--- src/rtl/crc_pkg.sv ---
// Shared types and constants for the serial CRC engine and the
// planned parallel CRC, which reuses the same LFSR step.
package crc_pkg;

    typedef enum logic [1:0] {
        IDLE = 2'd0,
        CALC = 2'd1,
        OUT  = 2'd2
    } crc_state_e;

    localparam logic MODE_GEN = 1'b0;
    localparam logic MODE_CHK = 1'b1;

    // Reflected polynomials; the top tap bit is implied by the LFSR.
    localparam logic [7:0]  CRC8_TAPS        = 8'hE0;
    localparam logic [7:0]  CRC8_SEED        = 8'h00;
    localparam logic [15:0] CRC16_CCITT_TAPS = 16'h8408;
    localparam logic [15:0] CRC16_CCITT_SEED = 16'hFFFF;
    localparam logic [31:0] CRC32_TAPS       = 32'hEDB88320;
    localparam logic [31:0] CRC32_SEED       = 32'hFFFFFFFF;

endpackage

--- src/rtl/crc_lfsr_step.sv ---
// One bit of a reflected Galois LFSR: fb enters at the top stage and
// is XORed into every tapped stage on the way down.
module crc_lfsr_step
    import crc_pkg::*;
#(
    parameter int unsigned    W    = 8,
    parameter logic [W-1:0]   TAPS = 8'b01000100
) (
    input  logic [W-1:0] i_lfsr,
    input  logic         i_data,
    output logic [W-1:0] o_lfsr
);

    logic w_fb;

    assign w_fb   = i_data ^ i_lfsr[0];
    assign o_lfsr = {w_fb,
                     i_lfsr[W-1:1] ^ (TAPS[W-2:0] & {(W-1){w_fb}})};

endmodule

--- src/rtl/crc_serial_engine.sv ---
// Bit-serial CRC engine: folds a frame into the LFSR, then either
// streams the remainder out or compares it with the received CRC.
module crc_serial_engine
    import crc_pkg::*;
#(
    parameter int unsigned          CRC_WIDTH = 8,
    parameter logic [CRC_WIDTH-1:0] TAPS      = 8'b01000100,
    parameter logic [CRC_WIDTH-1:0] SEED      = 8'hD8
) (
    input  logic CLK,
    input  logic RST_n,
    input  logic Active,
    input  logic Mode,
    input  logic Data,
    output logic CRC,
    output logic Valid,
    output logic Done,
    output logic Err,
    output logic Busy
);

    localparam int unsigned      CNT_W    = $clog2(CRC_WIDTH + 1);
    localparam logic [CNT_W-1:0] CNT_LAST = CNT_W'(CRC_WIDTH);

    crc_state_e           r_state;
    crc_state_e           w_state_nx;
    logic [CRC_WIDTH-1:0] r_lfsr;
    logic [CRC_WIDTH-1:0] w_lfsr_nx;
    logic [CRC_WIDTH-1:0] w_step_in;
    logic [CRC_WIDTH-1:0] w_step_out;
    logic [CNT_W-1:0]     r_cnt;
    logic [CNT_W-1:0]     w_cnt_nx;
    logic                 r_mode;
    logic                 w_mode_nx;
    logic                 r_mis;
    logic                 w_mis_nx;
    logic                 r_crc;
    logic                 w_crc_nx;
    logic                 r_valid;
    logic                 w_valid_nx;
    logic                 r_done;
    logic                 w_done_nx;
    logic                 r_err;
    logic                 w_err_nx;
    logic                 r_busy;

    logic w_in_out;
    logic w_last;
    logic w_start;
    logic w_calc;
    logic w_tail;
    logic w_finish;

    // Frame start and abort both restart from SEED with the current bit.
    assign w_step_in = (r_state == CALC) ? r_lfsr : SEED;

    crc_lfsr_step #(
        .W    (CRC_WIDTH),
        .TAPS (TAPS)
    ) u_step (
        .i_lfsr (w_step_in),
        .i_data (Data),
        .o_lfsr (w_step_out)
    );

    assign w_in_out = (r_state == OUT);
    assign w_last   = (r_cnt == CNT_LAST);
    assign w_start  = Active && (r_state == IDLE || w_in_out);
    assign w_calc   = Active && (r_state == CALC);
    assign w_tail   = !Active &&
                      (r_state == CALC || (w_in_out && !w_last));
    assign w_finish = !Active && w_in_out && w_last;

    always_comb begin
        w_state_nx = r_state;
        w_lfsr_nx  = r_lfsr;
        w_cnt_nx   = r_cnt;
        w_mode_nx  = r_mode;
        w_mis_nx   = r_mis;
        w_crc_nx   = 1'b0;
        w_valid_nx = 1'b0;
        w_done_nx  = 1'b0;
        w_err_nx   = r_err;
        unique case (1'b1)
            w_start: begin
                w_state_nx = CALC;
                w_lfsr_nx  = w_step_out;
                w_cnt_nx   = '0;
                w_mode_nx  = Mode;
                w_mis_nx   = 1'b0;
                w_err_nx   = 1'b0;
            end
            w_calc: begin
                w_lfsr_nx = w_step_out;
            end
            w_tail: begin
                w_state_nx = OUT;
                w_lfsr_nx  = {1'b0, r_lfsr[CRC_WIDTH-1:1]};
                w_cnt_nx   = r_cnt + 1'b1;
                if (r_mode == MODE_GEN) begin
                    w_crc_nx   = r_lfsr[0];
                    w_valid_nx = 1'b1;
                end else begin
                    w_mis_nx = r_mis | (Data ^ r_lfsr[0]);
                end
            end
            w_finish: begin
                w_state_nx = IDLE;
                w_lfsr_nx  = SEED;
                w_done_nx  = 1'b1;
                w_err_nx   = (r_mode == MODE_CHK) && r_mis;
            end
            default: ;
        endcase
    end

    always_ff @(posedge CLK or negedge RST_n) begin
        if (!RST_n) begin
            r_state <= IDLE;
        end else begin
            r_state <= w_state_nx;
        end
    end

    always_ff @(posedge CLK or negedge RST_n) begin
        if (!RST_n) begin
            r_lfsr  <= SEED;
            r_cnt   <= '0;
            r_mode  <= MODE_GEN;
            r_mis   <= 1'b0;
            r_crc   <= 1'b0;
            r_valid <= 1'b0;
            r_done  <= 1'b0;
            r_err   <= 1'b0;
            r_busy  <= 1'b0;
        end else begin
            r_lfsr  <= w_lfsr_nx;
            r_cnt   <= w_cnt_nx;
            r_mode  <= w_mode_nx;
            r_mis   <= w_mis_nx;
            r_crc   <= w_crc_nx;
            r_valid <= w_valid_nx;
            r_done  <= w_done_nx;
            r_err   <= w_err_nx;
            r_busy  <= (w_state_nx != IDLE);
        end
    end

    assign CRC   = r_crc;
    assign Valid = r_valid;
    assign Done  = r_done;
    assign Err   = r_err;
    assign Busy  = r_busy;

endmodule

--- config.mk ---
export PLATFORM = sky130hd
export DESIGN_NAME = crc_serial_engine
export DESIGN_NICKNAME = d
export VERILOG_FILES = /design/src/rtl/crc_pkg.sv /design/src/rtl/crc_lfsr_step.sv /design/src/rtl/crc_serial_engine.sv
export SDC_FILE = /design/constraint.sdc
export NUM_CORES = 1
export LEC_CHECK = 0
export ABC_AREA = 1
export CORE_MARGIN = 1
export CORE_UTILIZATION = 53
export DETAILED_ROUTE_END_ITERATION = 8
export HOLD_SLACK_MARGIN = 0.02
export PLACE_DENSITY = 0.86
export SLEW_MARGIN = 0
export SYNTH_ARGS = -nofsm -noshare
export SYNTH_HDL_FRONTEND = slang
export SYNTH_SLANG_ARGS = --single-unit
--- constraint.sdc ---
create_clock -name CLK -period 1.6 [get_ports CLK]
set_input_delay 0.24 -clock CLK [delete_from_list [all_inputs] [get_ports CLK]]
set_output_delay 0.24 -clock CLK [all_outputs]
set_load 0.05 [all_outputs]
==> flow_summary.json <==
{
  "synth_top_family_by_area": "simple AND/OR/NAND/NOR gates",
  "syn_avg_cell_area_um2": 8.07,
  "cts_root_buffer": "clkbuf_4",
  "fmax_mhz": 720,
  "status": "finished clean",
  "antenna_left": 0,
  "route.met2.wl_um": 958,
  "drcViolationCount": 0,
  "grt.total_usage_pct": 22.0,
  "synthAdderAreaFrac_pct": 2.42,
  "synthSimpleGateAreaFrac_pct": 27.6,
  "cts_tree": "done",
  "htreeDepth": 1,
  "grt-ovfl-total": 0,
  "internal_power_w": 0.000657,
  "dieArea_mm2": 0.00213,
  "yosys.area.top_type_share_pct": 41.2,
  "path_clk_slew_ns": 0.11,
  "tightest_slew_ns": 0.353,
  "finalPower_w": 0.000846,
  "combPwrFrac_pct": 6.0,
  "wl_met1_um": 941,
  "reg2reg_slack_ns": 0.21,
  "n_antenna_cell": 0,
  "hold_buffers": 0,
  "cts.sinks": 21,
  "yosysTopAreaCell": "dfrtp_1",
  "yosys-top-cells-count": "nand2_1 (39), inv_1 (19), dfrtp_1 (17), nand3_1 (12), nor2_1 (8)",
  "fin_tns_setup_ns": 0,
  "cp_data_arrival_time_ns": 1.59,
  "p_clk_share_pct": 29.5,
  "layout-drive-gt1-share_pct": 19.9,
  "io_pins": 10,
  "netlist_area_mm2": 0.00103,
  "fin_crit_sh_pct": 86.9,
  "setup_violations": 0,
  "start_util_pct": 58.0,
  "synthMuxAreaShare_pct": 0,
  "timing.final.ws_setup_ns": 0.210,
  "clk_path_buf_depth": 2,
  "p_sw_share_pct": 22.3,
  "rsz0062_at_grt": "no",
  "reg2reg_to": "r_cnt[0]",
  "cp_max_fo": 9,
  "first_global_vias": 770,
  "syn_nets": 135,
  "wl_met3_um": 47,
  "finalHoldViolCount": 0,
  "multi_input_area_um2": 417,
  "vias_per_cell": 4.96,
  "portBuffers": 9,
  "rows": 15,
  "die_h_um": 46.2,
  "ys.flop_type": "dfrtp_1",
  "ys_ff_latch": 21,
  "first_iter_violations": 18,
  "cts_buffers": 3,
  "synth_edf_count": 0,
  "reg2reg_depth": 9,
  "synth_cells": 128,
  "clock_latency_ns": 0.30,
  "timing.rr.start": "r_cnt[0]",
  "relSlewSlack_pct": 76.4,
  "powerDensity_mw_per_mm2": 698,
  "syn_to_final_growth_pct": 17.3,
  "seq_area_um2": 531,
  "period_needed_ns": 1.39,
  "yosysMostFrequentCell": "nand2_1",
  "pwr-share-seq_pct": 64.5,
  "holdWs_ns": 0.261,
  "worstPathRequired_ns": 1.80,
  "num-nets-final": 154,
  "dpl.hpwl_um": 1500,
  "cp-end-kind": "flop",
  "synth.distinct_cells": 23,
  "power.net_switching_w": 0.000189,
  "synth.yosys.seq_area_share_pct": 51.3,
  "grt_pass1_wl_um": 3170,
  "chipWidth_um": 46.2,
  "vdd_drop_max_v": 0.000423,
  "p_leak_nw": 0.653,
  "synth_area_leaders": "dfrtp_1 (41%), nand2_1 (14%), dfstp_2 (10%)",
  "avgRoutedWirePerCell_um": 11.6,
  "synth_xor_area_share_pct": 2.54,
  "max-cap-violations": 0,
  "core-area_mm2": 0.00178,
  "place.gp.congestion": 0.848,
  "cp-start-kind": "flop",
  "dr.pass1.iters": 4,
  "fill_cells": 142,
  "via_count": 849,
  "grt_max_degree": 22,
  "hp-class": "in -> async",
  "ys_warn_count": 0,
  "fin_worst_skew_ns": 0.00111,
  "routed.top_layer": "met4",
  "dp_slack_ns": 0.0330,
  "maxSlewViolCount": 0,
  "postSynth.asyncResetShare_pct": 100,
  "antenna_found_initial": 0,
  "synth-compound-area-share_pct": 6.78,
  "path_class": "reg -> reg",
  "postRouteWirelength_um": 1990,
  "post-route-util_pct": 68.0
}
-- how the worst max path moves through the flow --
stage	from	endpoint	slack, ns	cells after the start
after floorplan	r_cnt[0]	r_cnt[0]	0.29	10
after global placement	Active	r_lfsr[2]	0.09	7
after detailed placement	Active	r_lfsr[2]	0.03	7
after CTS	r_cnt[0]	r_lfsr[5]	0.09	10
after global routing	r_cnt[1]	r_cnt[0]	0.07	9
final	r_cnt[0]	r_cnt[0]	0.21	9
-- cell usage in the layout, fill, tap and decap left out, types with 2 or more instances in the layout --
cell type / synthesis / routed
buf_4: 0 / 11
clkbuf_4: 0 / 3
clkdlybuf4s50_1: 0 / 4
dfrtp_1: 17 / 17
dfstp_2: 4 / 4
ha_1: 2 / 2
inv_1: 19 / 19
inv_2: 2 / 2
nand2_1: 39 / 37
nand2_2: 3 / 4
nand3_1: 12 / 12
nand4_1: 2 / 2
nor2_1: 8 / 8
nor2_2: 2 / 2
o21ai_0: 6 / 6
xnor2_1: 2 / 2
-- power groups by stage --
| stage | clock network, W | logic [W] | registers (W) |
|---|---|---|---|
| floorplan | 0 | 0.0000227 | 0.000554 |
| global placement | 0 | 0.0000495 | 0.000555 |
| detailed placement | 0 | 0.0000505 | 0.000555 |
| CTS | 0.000258 | 0.0000508 | 0.000546 |
| global route | 0.000286 | 0.0000571 | 0.000547 |
| finish | 0.000250 | 0.0000505 | 0.000546 |
-- area by class of cell --
cell class / instances / area share, %
Sequential cell: 21 / 43.8
Multi-Input combinational cell: 84 / 34.4
Timing Repair Buffer: 15 / 10.1
Inverter: 22 / 7.02
Tap cell: 25 / 2.58
Clock buffer: 4 / 2.17
-- flip-flops by register name (all words and copies together) (netlist names) --
register and flops:
Valid 1, r_lfsr 8, r_mode 1, Err 1, Done 1, r_state 2
CRC 1, r_mis 1, Busy 1, r_cnt 4
-- metrics by stage --
stage / cells / area [um2]
CTS: 168 / 1180
finish: 171 / 1210
global placement: 164 / 1150
floorplan: 128 / 1030
detailed placement: 164 / 1150
global route: 171 / 1210
-- metal layers --
layer  up-vias  GRT usage, %
met2        15          34.6
met1       397          27.7
li1        432             -
met3         5          4.71
met4         0          12.4
met5         -             0
-- cells by family after synthesis --
group | after synthesis
AO/OA/AOI/OAI | 12
XOR/XNOR | 3
adder cells (fa/ha/maj) | 2
buffers and inverters | 23
flip-flops | 21
AND/OR/NAND/NOR | 67
-- worst max-delay path, cell delays in order (launching register included) --
cell     delay [ns]
dfrtp_1        0.41
inv_1          0.07
ha_1           0.16
nand3_1        0.10
nand2_1        0.09
nand2_2        0.07
nand2_4        0.13
inv_4          0.06
o21ai_0        0.15
inv_1          0.06
-- timing repair --
item | in CTS | in global routing
endpoints found under the setup margin | 0 | 7
buffers inserted | 0 | 3
gates resized for setup | 0 | 3
Power figures use the tool's default switching activity.
